$ cat config.mk
export PLATFORM = sky130hd
export DESIGN_NAME = mux8_rr_arbiter
export DESIGN_NICKNAME = d
export VERILOG_FILES = /design/src/rtl/mux8_rr_arbiter_pkg.sv /design/src/rtl/mux8_rr_arbiter_rr_pick8.sv /design/src/rtl/mux8_rr_arbiter.sv
export SDC_FILE = /design/constraint.sdc
export NUM_CORES = 1
export LEC_CHECK = 0
export CORE_MARGIN = 5
export CORE_UTILIZATION = 25
export CTS_CLUSTER_DIAMETER = 30
export DETAILED_ROUTE_END_ITERATION = 12
export PLACE_DENSITY = 0.49
export SLEW_MARGIN = 20
export SYNTH_ARGS = -nofsm -noshare
export SYNTH_HDL_FRONTEND = slang
export SYNTH_HIERARCHICAL = 1
export SYNTH_SLANG_ARGS = --single-unit
$ cat constraint.sdc
create_clock -name clk -period 3.6 [get_ports clk]
set_clock_uncertainty 0.2 [all_clocks]
set_input_delay 0.72 -clock clk [delete_from_list [all_inputs] [get_ports clk]]
set_output_delay 0.72 -clock clk [all_outputs]
set_load 0.02 [all_outputs]
$ cat src/rtl/mux8_rr_arbiter_pkg.sv
// Shared types and sizes for the 8-way round-robin arbiter and its picker.
package mux8_rr_arbiter_pkg;

  localparam int unsigned NUM_REQ = 8;
  localparam int unsigned SEL_W   = 3;

  typedef enum logic {
    IDLE  = 1'b0,
    GRANT = 1'b1
  } state_t;

  // Width of the hold counter: enough to count up to the hold limit, never zero.
  function automatic int unsigned hold_cnt_w(input int unsigned max_hold);
    return (max_hold == 0) ? 1 : $clog2(max_hold + 1);
  endfunction

endpackage

$ cat src/rtl/mux8_rr_arbiter_rr_pick8.sv
// Rotate-priority picker: first requesting, non-excluded lane at or after ptr, wrapping 7->0.
module rr_pick8
  import mux8_rr_arbiter_pkg::*;
(
  input  logic [NUM_REQ-1:0] req,
  input  logic [SEL_W-1:0]   ptr,
  input  logic [NUM_REQ-1:0] exclude,
  output logic               found,
  output logic [SEL_W-1:0]   idx
);

  logic [SEL_W-1:0] lane;

  // Walk from the farthest offset back to ptr so the nearest candidate wins.
  always_comb begin
    found = 1'b0;
    idx   = '0;
    lane  = '0;
    for (int i = int'(NUM_REQ) - 1; i >= 0; i--) begin
      lane = ptr + SEL_W'(i);
      if (req[lane] && !exclude[lane]) begin
        found = 1'b1;
        idx   = lane;
      end
    end
  end

endmodule

$ cat src/rtl/mux8_rr_arbiter.sv
// Round-robin arbiter driving the select of a shared 8:1 mux, with a bounded grant hold.
module mux8_rr_arbiter
  import mux8_rr_arbiter_pkg::*;
#(
  parameter int unsigned WIDTH    = 1,
  parameter int unsigned MAX_HOLD = 4
) (
  input  logic                       clk,
  input  logic                       rst,
  input  logic [NUM_REQ-1:0]         req,
  input  logic [NUM_REQ*WIDTH-1:0]   din,
  output logic [NUM_REQ-1:0]         gnt,
  output logic [SEL_W-1:0]           sel,
  output logic                       valid,
  output logic [WIDTH-1:0]           dout
);

  localparam int unsigned HC_W    = hold_cnt_w(MAX_HOLD);
  localparam bit          LIMITED = (MAX_HOLD != 0);

  state_t             state_q, state_d;
  logic [HC_W-1:0]    hold_q, hold_d;
  logic [SEL_W-1:0]   ptr_q, ptr_d;
  logic [NUM_REQ-1:0] gnt_d;
  logic [SEL_W-1:0]   sel_d;
  logic               valid_d;

  logic [NUM_REQ-1:0] excl;
  logic               found;
  logic [SEL_W-1:0]   pick;
  logic               cur_req;

  rr_pick8 u_pick (
    .req     (req),
    .ptr     (ptr_q),
    .exclude (excl),
    .found   (found),
    .idx     (pick)
  );

  always_ff @(posedge clk) begin
    if (rst) begin
      state_q <= IDLE;
      hold_q  <= '0;
      ptr_q   <= '0;
      gnt     <= '0;
      sel     <= '0;
      valid   <= 1'b0;
    end else begin
      state_q <= state_d;
      hold_q  <= hold_d;
      ptr_q   <= ptr_d;
      gnt     <= gnt_d;
      sel     <= sel_d;
      valid   <= valid_d;
    end
  end

  // The current owner is always excluded from the pick, so "found" means a competitor exists.
  always_comb begin
    state_d = state_q;
    hold_d  = hold_q;
    ptr_d   = ptr_q;
    gnt_d   = gnt;
    sel_d   = sel;
    valid_d = valid;
    excl    = (state_q == GRANT) ? gnt : '0;
    cur_req = |(req & gnt);

    unique case (state_q)
      IDLE: begin
        if (found) begin
          state_d = GRANT;
          gnt_d   = NUM_REQ'(1) << pick;
          sel_d   = pick;
          valid_d = 1'b1;
          hold_d  = HC_W'(1);
          ptr_d   = pick + SEL_W'(1);
        end
      end
      GRANT: begin
        if ((!cur_req && found) ||
            (LIMITED && cur_req && hold_q == HC_W'(MAX_HOLD) && found)) begin
          gnt_d   = NUM_REQ'(1) << pick;
          sel_d   = pick;
          valid_d = 1'b1;
          hold_d  = HC_W'(1);
          ptr_d   = pick + SEL_W'(1);
        end else if (!cur_req) begin
          state_d = IDLE;
          gnt_d   = '0;
          valid_d = 1'b0;
          hold_d  = '0;
        end else if (hold_q < HC_W'(MAX_HOLD)) begin
          hold_d  = hold_q + HC_W'(1);
        end
      end
      default: state_d = IDLE;
    endcase
  end

  logic [WIDTH-1:0] lane_data [NUM_REQ];

  always_comb begin
    for (int i = 0; i < int'(NUM_REQ); i++) begin
      lane_data[i] = din[i*int'(WIDTH) +: WIDTH];
    end
  end

  assign dout = valid ? lane_data[sel] : '0;

endmodule

==> results.toml <==
[run_status]
status = "complete, no violations"

[yosys]
syn_avg_cell_area_um2 = 9.07
synth-edff-count = 0
synth_compound_area_share_pct = 28.8
synth_simple_gate_area_share_pct = 19.4
synth_cell_types = 59
synthXorXnorAreaFrac_pct = 1.28
ys_ff_latch = 19
syn-num-nets = 255
synthAdderAreaFrac_pct = 6.08
synth_top_flop_cell = "dfxtp_1"
netlist_area_um2 = 2060
yosysWarningCount = 6
post_synth_mux_area_share_pct = 20.3
postSynthCellCount = 227
async_flop_share_pct = 0
ys_seq_area_share_pct = 18.5
synth_top_family_by_area = "compound AO/OA/AOI/OAI gates"

[finish]
seqCellArea_um2 = 382
n_antenna_cell = 0
fillers = 827
final_common_cell = "buf_4"
finish.utilization_pct = 36.1
drive_gt1_share_pct = 33.0
final_cell_mix = "51 x buf_4, 22 x clkdlybuf4s50_1, 18 x dfxtp_1"
nets = 332
area_growth_pct = 42.7
multi_input_area_um2 = 1630

[power_and_ir_drop]
netSwitchingFraction_pct = 45.9
p_sw_mw = 1.26
clkPwrFrac_pct = 5.6
vdd_drop_max_mv = 0.524
p_per_area_nw_per_um2 = 932
power.share.combinational_pct = 82.5
p_int_mw = 1.48
seqPwrFrac_pct = 11.9
power.static_leakage_nw = 1.21

[clock_network]
cts-root-buf = "clkbuf_8"
insertion_delay_ns = 0.26
ctsHoldBuffers = 0
cts_buffers = 3
clock_sinks = 19
clkTransAtPathRegs_ns = 0.07
cts_tree = "yes"
cts_max_level = 1
clock_path_buffers = 2

[grt]
grt_pass1_vias = 2124
grt_pass1_wl_mm = 10.5
grt_usage_pct = 13.0
grt_max_degree = 21
grt-ovfl-total = 0
antenna_found_initial = 0

[worst_setup_path]
crit_required_ns = 3.56
slowest_stage = "mux4_2"
path_buf_inv = 4
crit_fanout = 4
critical-path-top-delay-family = "compound AO/OA/AOI/OAI gates"
worstPathCellList = "dlygate4sd2_1, nor2b_2, mux4_2, buf_4, mux2i_1, buf_4, a211oi_1, o22ai_1, o211ai_1, ha_2, buf_4, ha_1, a22o_2"
cp_num_cells = 13
cpMostUsedCell = "buf_4"
reg2reg_depth = 12
end_kind = "flop"
crit_path_start_kind = "input port"
cp_slowest_stage_delay_ns = 0.47
critPathKind = "in -> reg"
worstPathArrival_ns = 3.45

[sta]
fmax_ghz = 0.286
rsz0062_at_grt = "false"
maxSlewViolCount = 0
period_needed_ns = 3.50
worst_pin_slew_ns = 0.566
fin_crit_sh_pct = 97.2
maxSlewHeadroom_pct = 62.2
finalSetupTns_ns = 0
setup-violations-final = 0
hold_viol_final = 0

[floorplanning]
die_x_um = 101
io_pins = 31
dieArea_um2 = 10100
core_um2 = 8130
start_util_pct = 25.3
die-height_um = 101
rows = 33

[drt]
drc = 0
first_iter_violations = 89
antenna_left = 0
num_vias = 2077
met1_length_mm = 2.94
drt_pre_antenna_iters = 4
dr_wl_met3_um = 161
viasPerCell = 5.09
finalWirelength_mm = 6.44
wl_met2_mm = 3.22
wl_per_cell_um = 15.8
top_layer_used = "met4"

[place]
dpl.hpwl_mm = 5.13
numPortBuffers = 30
gp_congestion = 0.871

[worst_hold_path]
min_path_type = "reg -> reg"
hold_path_depth = 1

[flow_run]
drv_cap = 0
final timing paths:
path	endpoint	slack, ns	from
max	gnt[7]$_SDFFE_PP0P_	0.10	req[4]
max reg2reg	ptr_q[2]$_SDFFE_PP0P_	0.20	ptr_q[1]$_SDFFE_PP0P_
min reg2reg	valid$_SDFFE_PP0P_	0.28	valid$_SDFFE_PP0P_
min	valid$_SDFFE_PP0P_	0.28	valid$_SDFFE_PP0P_
worst register-to-register path: stages (launching register included):
cell	delay (ns)
dfxtp_1	0.33
inv_4	0.11
ha_1	0.23
xor2_1	0.28
inv_1	0.13
mux4_2	0.47
buf_4	0.17
a211oi_1	0.25
o211ai_1	0.16
o211ai_1	0.25
ha_2	0.28
ha_1	0.25
a311oi_2	0.20
power by group through the flow:
stage | Sequential, mW | Clock (mW) | Combinational, mW
finish | 0.327 | 0.153 | 2.26
global route | 0.337 | 0.169 | 2.47
CTS | 0.329 | 0.160 | 2.21
detailed placement | 0.333 | 0 | 2.09
global placement | 0.332 | 0 | 2.11
floorplan | 0.363 | 0 | 1.22
Yosys cell counts, drive strengths merged, types with 2 or more instances:
cell,count,area share (%)
o31ai,2,0.73
a211o,2,0.85
o21a,2,0.73
xor2,2,0.85
o21ai,9,2.2
nor2b,10,3.0
and2,12,4.0
nand2,15,2.9
o22ai,3,0.91
o211ai,4,1.5
mux4,11,12
a32o,6,2.9
dfxtp,19,18
a21oi,13,3.9
mux2i,14,6.8
nand2b,11,3.3
inv,12,2.6
a211oi,5,1.8
mux2,2,1.3
nor2,10,2.2
clkbuf,2,0.36
buf,7,2.2
a221oi,2,1.7
a22o,2,0.97
a21o,3,1.2
ha,10,6.1
a2111oi,3,1.9
a22oi,11,4.0
nor3,2,1.0
nand3,9,2.2
state kept, by name (all words and copies together) (netlist names):
name / flops
valid: 1
ptr_q: 3
gnt: 8
hold_q: 3
state_q: 1
sel: 3
final cells by class:
class,count,share of cell area [%]
flip-flops and latches,19,13.0
inverters,12,1.79
clock buffers,4,1.53
multi-input cells,186,55.6
well taps,105,4.47
repair buffers,82,23.6
per-layer routing:
layer  up-vias  global-route usage, %
met5         -                      0
met4         0                   3.83
met3         9                   1.11
met2        41                   23.2
met1      1007                   16.5
li1       1020                      -
timing repair:
item                                   4_1_cts  5_1_grt
resized for setup                           21        9
endpoints found under the hold margin        0        0
buffers inserted                             3        0
setup endpoints to repair                   12       18
pin swaps                                    4        5
cells by family after synthesis:
kind of cell,after synthesis
adder cells (fa/ha/maj),10
multiplexers,27
buffers and inverters,22
AO/OA/AOI/OAI,75
XOR/XNOR,3
AND/OR/NAND/NOR,71
flip-flops,19
metrics by stage:
stage	hold WS (ns)	worst slack [ns]	area, µm²	instances	total power [mW]
finish	0.277	0.102	2940	408	2.74
global route	0.306	0.0141	2940	408	2.97
CTS	0.288	0.0105	2910	408	2.70
detailed placement	0.269	-0.436	2810	401	2.43
global placement	0.270	-0.410	2810	401	2.44
floorplan	0.271	0.309	2060	227	1.58
No activity file was read; power rests on OpenSTA's default activity.
